File: src/rtl/distributor8way_pkg.sv
// Shared constants and lane naming for the 8-way distributor and its selector8way-compatible benches.
package distributor8way_pkg;

  localparam int unsigned LANES = 8;
  localparam int unsigned SEL_W = 3;

  typedef enum logic [SEL_W-1:0] {
    LANE_A = 3'd0,
    LANE_B = 3'd1,
    LANE_C = 3'd2,
    LANE_D = 3'd3,
    LANE_E = 3'd4,
    LANE_F = 3'd5,
    LANE_G = 3'd6,
    LANE_H = 3'd7
  } lane_e;

  // Round-robin successor; the natural SEL_W-bit wrap gives 7 -> 0.
  function automatic logic [SEL_W-1:0] next_ptr(input logic [SEL_W-1:0] p);
    return p + SEL_W'(1);
  endfunction

endpackage

File: src/rtl/distributor8way_if.sv
// Producer-side handshake plus the eight consumer lanes of the distributor.
interface distributor8way_if
  import distributor8way_pkg::*;
#(
  parameter int unsigned WIDTH = 4
) ();

  logic [WIDTH-1:0]       in_data;
  logic                   in_valid;
  logic                   in_ready;
  logic [SEL_W-1:0]       in_sel;
  logic                   rr_mode;
  logic [LANES*WIDTH-1:0] out_data;
  logic [LANES-1:0]       out_valid;
  logic [LANES-1:0]       out_ack;
  logic [SEL_W-1:0]       rr_ptr;

  modport master (
    output in_data, in_valid, in_sel, rr_mode, out_ack,
    input  in_ready, out_data, out_valid, rr_ptr
  );

  modport slave (
    input  in_data, in_valid, in_sel, rr_mode, out_ack,
    output in_ready, out_data, out_valid, rr_ptr
  );

endinterface

File: src/rtl/distributor8way_lane_buffer.sv
// One-entry lane register: load wins over ack, data is kept (not zeroed) when the lane drains.
module lane_buffer #(
  parameter int unsigned WIDTH = 4
) (
  input  logic             clk,
  input  logic             rst,
  input  logic             load,
  input  logic             ack,
  input  logic [WIDTH-1:0] din,
  output logic [WIDTH-1:0] dout,
  output logic             valid
);

  logic [WIDTH-1:0] data_q, data_d;
  logic             valid_q, valid_d;

  always_comb begin
    data_d  = data_q;
    valid_d = valid_q;
    if (load) begin
      data_d  = din;
      valid_d = 1'b1;
    end else if (ack) begin
      valid_d = 1'b0;
    end
  end

  always_ff @(posedge clk) begin
    if (rst) begin
      data_q  <= '0;
      valid_q <= 1'b0;
    end else begin
      data_q  <= data_d;
      valid_q <= valid_d;
    end
  end

  assign dout  = data_q;
  assign valid = valid_q;

endmodule

File: src/rtl/distributor8way.sv
// Steers one valid/ready input stream into eight one-entry lane buffers, chosen by select or round-robin.
module distributor8way
  import distributor8way_pkg::*;
#(
  parameter int unsigned WIDTH = 4
) (
  input  logic              clk,
  input  logic              rst,
  distributor8way_if.slave  bus
);

  logic [SEL_W-1:0]             rr_ptr_q, rr_ptr_d;
  logic [SEL_W-1:0]             target;
  logic                         ready;
  logic                         xfer;
  logic [LANES-1:0]             load;
  logic [LANES-1:0]             lane_valid;
  logic [LANES-1:0][WIDTH-1:0]  lane_data;

  always_comb begin
    target = bus.rr_mode ? rr_ptr_q : bus.in_sel;
    // A full lane being acked this cycle frees its slot in time for a same-cycle refill.
    ready  = ~rst & (~lane_valid[target] | bus.out_ack[target]);
    xfer   = bus.in_valid & ready;
    load   = '0;
    for (int unsigned k = 0; k < LANES; k++) begin
      load[k] = xfer && (target == SEL_W'(k));
    end
  end

  always_comb begin
    rr_ptr_d = rr_ptr_q;
    if (xfer && bus.rr_mode) begin
      rr_ptr_d = next_ptr(rr_ptr_q);
    end
  end

  always_ff @(posedge clk) begin
    if (rst) begin
      rr_ptr_q <= '0;
    end else begin
      rr_ptr_q <= rr_ptr_d;
    end
  end

  for (genvar g = 0; g < LANES; g++) begin : g_lane
    lane_buffer #(.WIDTH(WIDTH)) u_lane (
      .clk   (clk),
      .rst   (rst),
      .load  (load[g]),
      .ack   (bus.out_ack[g]),
      .din   (bus.in_data),
      .dout  (lane_data[g]),
      .valid (lane_valid[g])
    );
  end

  always_comb begin
    bus.in_ready  = ready;
    bus.out_data  = lane_data;
    bus.out_valid = lane_valid;
    bus.rr_ptr    = rr_ptr_q;
  end

endmodule
File: src/flat_wrapper.sv
// flat-port wrapper written by rule: the top's interface ports become plain ports
module distributor8way_flat import distributor8way_pkg::*;
#(
  parameter int unsigned WIDTH = 4
)
  (clk, rst, bus_in_data, bus_in_valid, bus_in_sel, bus_rr_mode, bus_out_ack, bus_in_ready, bus_out_data, bus_out_valid, bus_rr_ptr);
  distributor8way_if #(.WIDTH(WIDTH)) bus_i ();
  input  logic clk;
  input  logic rst;
  input wire logic [$bits(bus_i.in_data)-1:0] bus_in_data;
  input wire logic [$bits(bus_i.in_valid)-1:0] bus_in_valid;
  input wire logic [$bits(bus_i.in_sel)-1:0] bus_in_sel;
  input wire logic [$bits(bus_i.rr_mode)-1:0] bus_rr_mode;
  input wire logic [$bits(bus_i.out_ack)-1:0] bus_out_ack;
  output wire logic [$bits(bus_i.in_ready)-1:0] bus_in_ready;
  output wire logic [$bits(bus_i.out_data)-1:0] bus_out_data;
  output wire logic [$bits(bus_i.out_valid)-1:0] bus_out_valid;
  output wire logic [$bits(bus_i.rr_ptr)-1:0] bus_rr_ptr;
  assign bus_i.in_data = bus_in_data;
  assign bus_i.in_valid = bus_in_valid;
  assign bus_i.in_sel = bus_in_sel;
  assign bus_i.rr_mode = bus_rr_mode;
  assign bus_i.out_ack = bus_out_ack;
  assign bus_in_ready = bus_i.in_ready;
  assign bus_out_data = bus_i.out_data;
  assign bus_out_valid = bus_i.out_valid;
  assign bus_rr_ptr = bus_i.rr_ptr;
  distributor8way #(.WIDTH(WIDTH)) u_core (.clk(clk), .rst(rst), .bus(bus_i));
endmodule
File: config.mk
export PLATFORM = sky130hd
export DESIGN_NAME = distributor8way_flat
export DESIGN_NICKNAME = d
export VERILOG_FILES = /design/src/rtl/distributor8way_pkg.sv /design/src/rtl/distributor8way_if.sv /design/src/rtl/distributor8way_lane_buffer.sv /design/src/rtl/distributor8way.sv /design/src/flat_wrapper.sv
export SDC_FILE = /design/constraint.sdc
export NUM_CORES = 1
export LEC_CHECK = 0
export ABC_AREA = 1
export BUFFER_PORTS_ARGS = -buffer_cell sky130_fd_sc_hd__buf_2
export CORE_ASPECT_RATIO = 0.5
export CORE_MARGIN = 2
export CORE_UTILIZATION = 40
export CTS_CLUSTER_SIZE = 10
export DETAILED_ROUTE_END_ITERATION = 12
export PLACE_DENSITY = 0.68
export RECOVER_POWER = 25
export SETUP_SLACK_MARGIN = 0.15
export SYNTH_ARGS = -nofsm -noshare
export SYNTH_HDL_FRONTEND = slang
export SYNTH_HIERARCHICAL = 1
export SYNTH_SLANG_ARGS = --single-unit
File: constraint.sdc
create_clock -name clk -period 4.1 [get_ports clk]
set_input_delay 0.82 -clock clk [delete_from_list [all_inputs] [get_ports clk]]
set_output_delay 0.82 -clock clk [all_outputs]
set_load 0.005 [all_outputs]
==> metrics.md, run 1 <==
| Metric | Value |
|---|---|
| # hold bufs at CTS | `0` |
| Slew headroom | `0.691` |
| WHS Endpoint | `u_core/g_lane[7].u_lane/valid` |
| Port bufs | `62` |
| Synth top area share | `0.447` |
| DR pass1 iterations | `5` |
| Cell area after synthesis | `0.00193 mm^2` |
| Layout cell share with drive strength beyond 1 | `0.271` |
| Slew Limit Fails | `0` |
| Fin crit share | `0.692` |
| Die area | `0.00542 mm^2` |
| Final setup TNS | `0 ps` |
| Root Driver | `clkbuf_8` |
| TritonCTS Buffers | `5` |
| Fmax | `0.352 GHz` |
| PD cells | `338 mW/mm^2` |
| Area leader, netlist | `dfxtp_1` |
| Die width | `102 um` |
| Async set-reset flop share out of synthesis | `0` |
| Clock Tree Buf Depth | `2` |
| Total track usage | `0.203` |
| Most frequent cell after synthesis | `nor2_1` |
| DRT Wirelength | `5130 um` |
| First-pass GRT wire length | `8140 um` |
| Initial antenna violation count | `0` |
| EDFF count, synth | `0` |
| DRC | `0` |
| Ys Warns | `6` |
| Post-DR vias/cell | `4.67` |
| HP Start | `u_core/g_lane[7].u_lane/valid` |
| Static Leakage | `1.28 nW` |
| Clock sink count | `43` |
| Cell area after layout | `0.00240 mm^2` |
| CTS tree | `done` |
| DP HPWL | `3830 um` |
| R2R Path Start | `u_core/bus.rr_ptr[0]` |
| Post-CTS Setup Inserts | `0` |
| Status | `finished, final reports clean` |
| Worst Path Required | `3280 ps` |
| R2r endpoint | `u_core/g_lane[3].u_lane/dout[3]` |
| Worst Max-Slew Pin Slew | `462 ps` |
| Hold Crit Class | `register to register` |
| Endpoints failing setup | `0` |
| Initial DRC count | `135` |
| Filler instances | `475` |
| CP Capture Type | `output port` |
| Ys flop type | `dfxtp_1` |
| Global placement routability congestion | `0.822` |
| Synth top area cells | `dfxtp_1 45%, nor2_1 16%, nand2_1 8.6%` |
| RSZ-0062 raised after global routing | `no` |
| Max H-tree Level | `2` |
| Synth-to-layout area growth | `24.5%` |
| Nets | `366` |
| Synthesized Nets | `298` |
| Post-DR wirelength/cell | `12.4 um` |
| R2R setup slack | `1880 ps` |
| Worst reg-to-reg path cell count | `15` |
| Vias | `1928` |
| Total gr overflow | `0` |
| Chip Height | `53.1 um` |
| Core Region | `0.00451 mm^2` |
| Critical Path AT | `2020 ps` |
| VDD IR-drop max | `0.000168 V` |
| I/O pin count | `63` |
| Starting density of the core | `0.427` |
| N_diodes | `0` |
| Cell Rows | `17` |
| Clock-pin transition on the worst setup and hold timing paths | `80 ps` |
| Vias in the first global route | `1705` |
| Final Hold Vio Count | `0` |
| Max FO, Critical Path | `9` |
| Critical path class | `primary input to output port` |
| Max Cap Violations | `0` |
| Synth Register Bits | `43` |
| Synth Instances | `278` |
| Yosys cell types | `18` |
| ANT nets after route | `0` |
| Hold Crit Depth | `2` |
| Cell Area, Placed | `0.00231 mm^2` |
| Top cells by count, synth | `83 x nor2_1, 44 x nand2_1, 43 x dfxtp_1, 32 x o21ai_0, 29 x inv_1` |
| Sequential area share after synthesis | `0.447` |
| Largest net degree at the start of global routing | `18` |
| Nature of the critical path startpoint | `primary input` |
| Layout Skew | `7.37 ps` |
| PostCTS Resize Cnt | `0` |
| Avg Cell Area, Syn | `6.93 um^2` |
| Worst skew pair latency | `300 ps` |
| Final min period | `2840 ps` |
==> routing by layer <==
| layer | GRT usage | routed length, um | up-vias |
|---|---|---|---|
| met4 | 0.0711 | 29 | 0 |
| met1 | 0.287 | 2580 | 869 |
| li1 | - | - | 1000 |
| met3 | 0.0423 | 327 | 3 |
| met2 | 0.308 | 2190 | 56 |
| met5 | 0 | 0 | - |
==> worst max path at each step <==
stage	startpoint	to	slack, ps	cells past startpoint
finish	bus_rr_mode	bus_in_ready	1260	11
global route	bus_rr_mode	bus_in_ready	1120	11
CTS	bus_rr_mode	bus_in_ready	1280	11
detailed placement	bus_rr_mode	bus_in_ready	1270	11
global placement	bus_rr_mode	bus_in_ready	1330	11
floorplan	bus_rr_mode	bus_in_ready	1650	10
==> cells in the final DEF (no fill, tap or decap), drive strengths merged <==
master	count
clkbuf	12
dfxtp	43
nand4	4
buf	56
a21oi	8
nand3	13
nor2	86
nand2	51
ha	1
inv	39
o21ai	32
clkinvlp	1
clkinv	1
==> flip-flops by register name, summed over array words and instances (netlist names) <==
signal and cells:
u_core/g_lane.u_lane/valid 8, u_core/bus.rr_ptr 3, u_core/g_lane.u_lane/dout 32
==> stage by stage <==
| step | power [mW] | cells | setup slack (ps) | hold slack (ps) | util |
|---|---|---|---|---|---|
| floorplan | 0.489 | 278 | 1650 | 471 | - |
| global placement | 0.525 | 405 | 1330 | 471 | 0.512 |
| detailed placement | 0.528 | 405 | 1270 | 481 | 0.512 |
| CTS | 0.811 | 413 | 1280 | 497 | 0.534 |
| global route | 0.843 | 413 | 1120 | 525 | 0.532 |
| finish | 0.810 | 413 | 1260 | 494 | 0.532 |
==> area by class of cell <==
cell class              count  area [um^2]  share of cell area
clock buffers               6         82.6              0.0344
clock inverters             2         16.3             0.00678
inverters                  39          151              0.0631
repair buffers             62          302               0.126
multi-input cells         195          903               0.377
well taps                  66         82.6              0.0344
flip-flops and latches     43          861               0.359
==> logic make-up (layout without fill, tap and decap cells) <==
family / count (synthesis) / after routing / share of synthesized area
compound gates: 40 / 40 / 0.119
fa+ha+maj: 1 / 1 / 0.00649
buf+inv: 40 / 109 / 0.0844
flops: 43 / 43 / 0.447
simple gates: 154 / 154 / 0.343
==> report_power, final <==
part	total [mW]	internal [mW]	switching, mW
Clock	0.291	0.138	0.154
Sequential	0.432	0.426	0.00553
Combinational	0.0864	0.0287	0.0577
Total	0.810	0.593	0.217
==> critical path: stages <==
cell	delay, ps
buf_2	200
inv_6	60
nand2_1	60
nand2_1	160
nand3_1	120
nand2_1	70
nor2_1	120
nand3_2	120
inv_1	110
nor2_4	50
buf_2	120
(Power assumes the default switching activity.)
==> inputs of run 2 (changes only) <==
--- a/config.mk
+++ b/config.mk
@@ -12,7 +12,7 @@
 export CORE_UTILIZATION = 40
 export CTS_CLUSTER_SIZE = 10
 export DETAILED_ROUTE_END_ITERATION = 12
-export PLACE_DENSITY = 0.68
+export PLACE_DENSITY = 0.71
 export RECOVER_POWER = 25
 export SETUP_SLACK_MARGIN = 0.15
 export SYNTH_ARGS = -nofsm -noshare
==> constraint.sdc (replaced) <==
create_clock -name clk -period 2.5 [get_ports clk]
set_input_delay 0.5 -clock clk [delete_from_list [all_inputs] [get_ports clk]]
set_output_delay 0.5 -clock clk [all_outputs]
set_load 0.005 [all_outputs]
==> run 2 against run 1 <==
Compared with the run above: non-clock buffer count is 1 higher; power is 59% higher; core utilization is 0.083 points lower; largest cell class unchanged.
==> metrics.md, run 2 (synthesis results as in run 1) <==
| Metric | Value |
|---|---|
| Max FO, Critical Path | `9` |
| Sw Ratio | `0.251` |
| Gr busiest metal | `met2` |
| GR Layer Usage met2 | `0.319` |
| DRC | `0` |
| Commonest non-fill, non-tap cell in the layout | `nor2_1` |
| Fmax | `0.460 GHz` |
| Post-DR wirelength/cell | `12.2 um` |
| Worst skew pair latency | `280 ps` |
| Post-DR vias/cell | `4.73` |
| Starting density of the core | `0.427` |
| Nature of the critical path startpoint | `primary input` |
| Slew Limit Fails | `0` |
| PD cells | `537 mW/mm^2` |
| Initial DRC count | `84` |
| Status | `finished, final reports clean` |
| Worst reg-to-reg path cell count | `15` |
| DR pass1 iterations | `4` |
| Clock sink count | `43` |
| Critical Path AT | `1670 ps` |
| Clock Tree Buf Depth | `2` |
| Static Leakage | `1.26 nW` |
| Cell Area, Placed | `0.00232 mm^2` |
| Chip Height | `53.1 um` |
| Layout Skew | `5.68 ps` |
| Internal power | `0.964 mW` |
| Comb power frac | `0.111` |
| Final Core Density | `0.531` |
| Worst-path cell chain | `buf_2, inv_6, nand2_2, nand2_4, nor2_2, nand2_1, nand2_1, inv_1, nand3_2, inv_1, nor2_4, buf_2` |
| Hold Crit Class | `primary input to register` |
| Fin crit share | `0.870` |
| CTS tree | `done` |
| DRT Wirelength | `5040 um` |
| Final setup TNS | `0 ps` |
| ANT nets after route | `0` |
| Max H-tree Level | `2` |
| Total gr overflow | `0` |
| Port bufs | `62` |
| Die area | `0.00542 mm^2` |
| Clock power frac | `0.338` |
| Core Region | `0.00451 mm^2` |
| Max FFs per register | `32` |
| Synth-to-layout area growth | `24.3%` |
| Final Hold Vio Count | `0` |
| Cell area after layout | `0.00239 mm^2` |
| Endpoints failing setup | `0` |
| Psw | `0.323 mW` |
| Global placement routability congestion | `0.912` |
| First-pass GRT wire length | `8260 um` |
| VDD IR-drop max | `0.000273 V` |
| CP Capture Type | `output port` |
| Largest net degree at the start of global routing | `17` |
| I/O pin count | `63` |
| Initial antenna violation count | `0` |
| TritonCTS Buffers | `5` |
| Commonest cells after routing, fill and taps aside | `81 x nor2_1, 50 x buf_2, 44 x nand2_1` |
| Slowest stage delay, CP | `200 ps` |
| Layout cell share with drive strength beyond 1 | `0.265` |
| RSZ-0062 raised after global routing | `no` |
| Total track usage | `0.198` |
| CP bufs+invs | `5` |
| Cell Rows | `17` |
| Slew headroom | `0.729` |
| Clock-pin transition on the worst setup and hold timing paths | `80 ps` |
| Hold Crit Depth | `4` |
| Crit path depth | `12` |
| Final min period | `2170 ps` |
| Root Driver | `clkbuf_8` |
| Nets | `367` |
| Die width | `102 um` |
| Max Cap Violations | `0` |
| Vias in the first global route | `1798` |
| GR Layer Usage met1 | `0.276` |
| Worst Max-Slew Pin Slew | `404 ps` |
| Global-route track usage on met3 | `0.0396` |
| Vias | `1954` |
| Delay-heaviest family, CP | `simple AND/OR/NAND/NOR gates` |
| Filler instances | `482` |
| Sequential share of power | `0.551` |
| Worst Path Required | `2000 ps` |
| DP HPWL | `3910 um` |
| Critical path class | `primary input to output port` |
| N_diodes | `0` |
| Slowest CP cell | `buf_2` |
[run 2: cell types whose count changed in the layout (fill, tap and decap cells not counted), sizes merged]
| cell | delta |
|---|---|
| clkbuf | +5 |
| clkinvlp | -1 |
| buf | -4 |
[run 2: path summary, 6_finish.rpt]
path / to / slack, ps / start
worst max register to register: u_core/g_lane[7].u_lane/dout[0] / 380 / u_core/bus.rr_ptr[0]
worst min register to register: u_core/g_lane[2].u_lane/valid / 500 / u_core/g_lane[2].u_lane/valid
worst max-delay path: bus_in_ready / 330 / bus_rr_mode
worst min-delay path: u_core/g_lane[1].u_lane/valid / 490 / bus_out_ack[1]
[run 2: what timing repair did]
item	4_1_cts	5_1_grt
buffers inserted	0	0
setup endpoints to repair	0	14
hold buffers	0	0
endpoints found under the hold margin	0	0
resized for setup	0	3
[run 2: metrics by stage]
| step | power (mW) | hold slack, ps | setup slack (ps) | cells |
|---|---|---|---|---|
| 2_1_floorplan | 0.801 | 471 | 570 | 278 |
| 3_5_place_dp | 0.867 | 486 | 92.8 | 406 |
| 5_1_grt | 1.35 | 505 | 168 | 413 |
| 4_1_cts | 1.29 | 487 | 314 | 413 |
| 3_3_place_gp | 0.862 | 475 | 185 | 406 |
| 6_report | 1.29 | 492 | 325 | 413 |
[run 2: metal layers]
layer / vias to the layer above / part of all wire / wire (um)
li1: 999 / - / -
met1: 894 / 0.48 / 2440
met2: 59 / 0.44 / 2230
met3: 2 / 0.067 / 338
met4: 0 / 0.0058 / 29
met5: - / 0 / 0
[run 2: power by group through the flow]
stage | sequential, mW | combinational, mW | clock (mW)
3_5_place_dp | 0.724 | 0.142 | 0
5_1_grt | 0.710 | 0.162 | 0.475
6_report | 0.709 | 0.143 | 0.435
4_1_cts | 0.708 | 0.143 | 0.443
3_3_place_gp | 0.724 | 0.138 | 0
2_1_floorplan | 0.725 | 0.0762 | 0
[run 2: cell type report]
cell class	count	area [um^2]	area share
clock buffers	6	82.6	0.0345
clock inverters	1	5.00	0.00209
inverters	39	151	0.0632
multi-input cells	195	908	0.379
flip-flops and latches	43	862	0.360
well taps	66	82.6	0.0345
repair buffers	63	303	0.126
[run 2: worst register-to-register path: stages, from the launching register on]
cell and delay, ps:
dfxtp_2 380, inv_1 50, nand2_1 110, nand2_4 110
nor2_2 120, nand2_1 60, nand2_1 50, inv_1 40
nand3_2 90, nand4_2 130, inv_2 120, nand3_1 110
nor2_1 350, inv_2 130, nor2_1 110, nor2_1 60
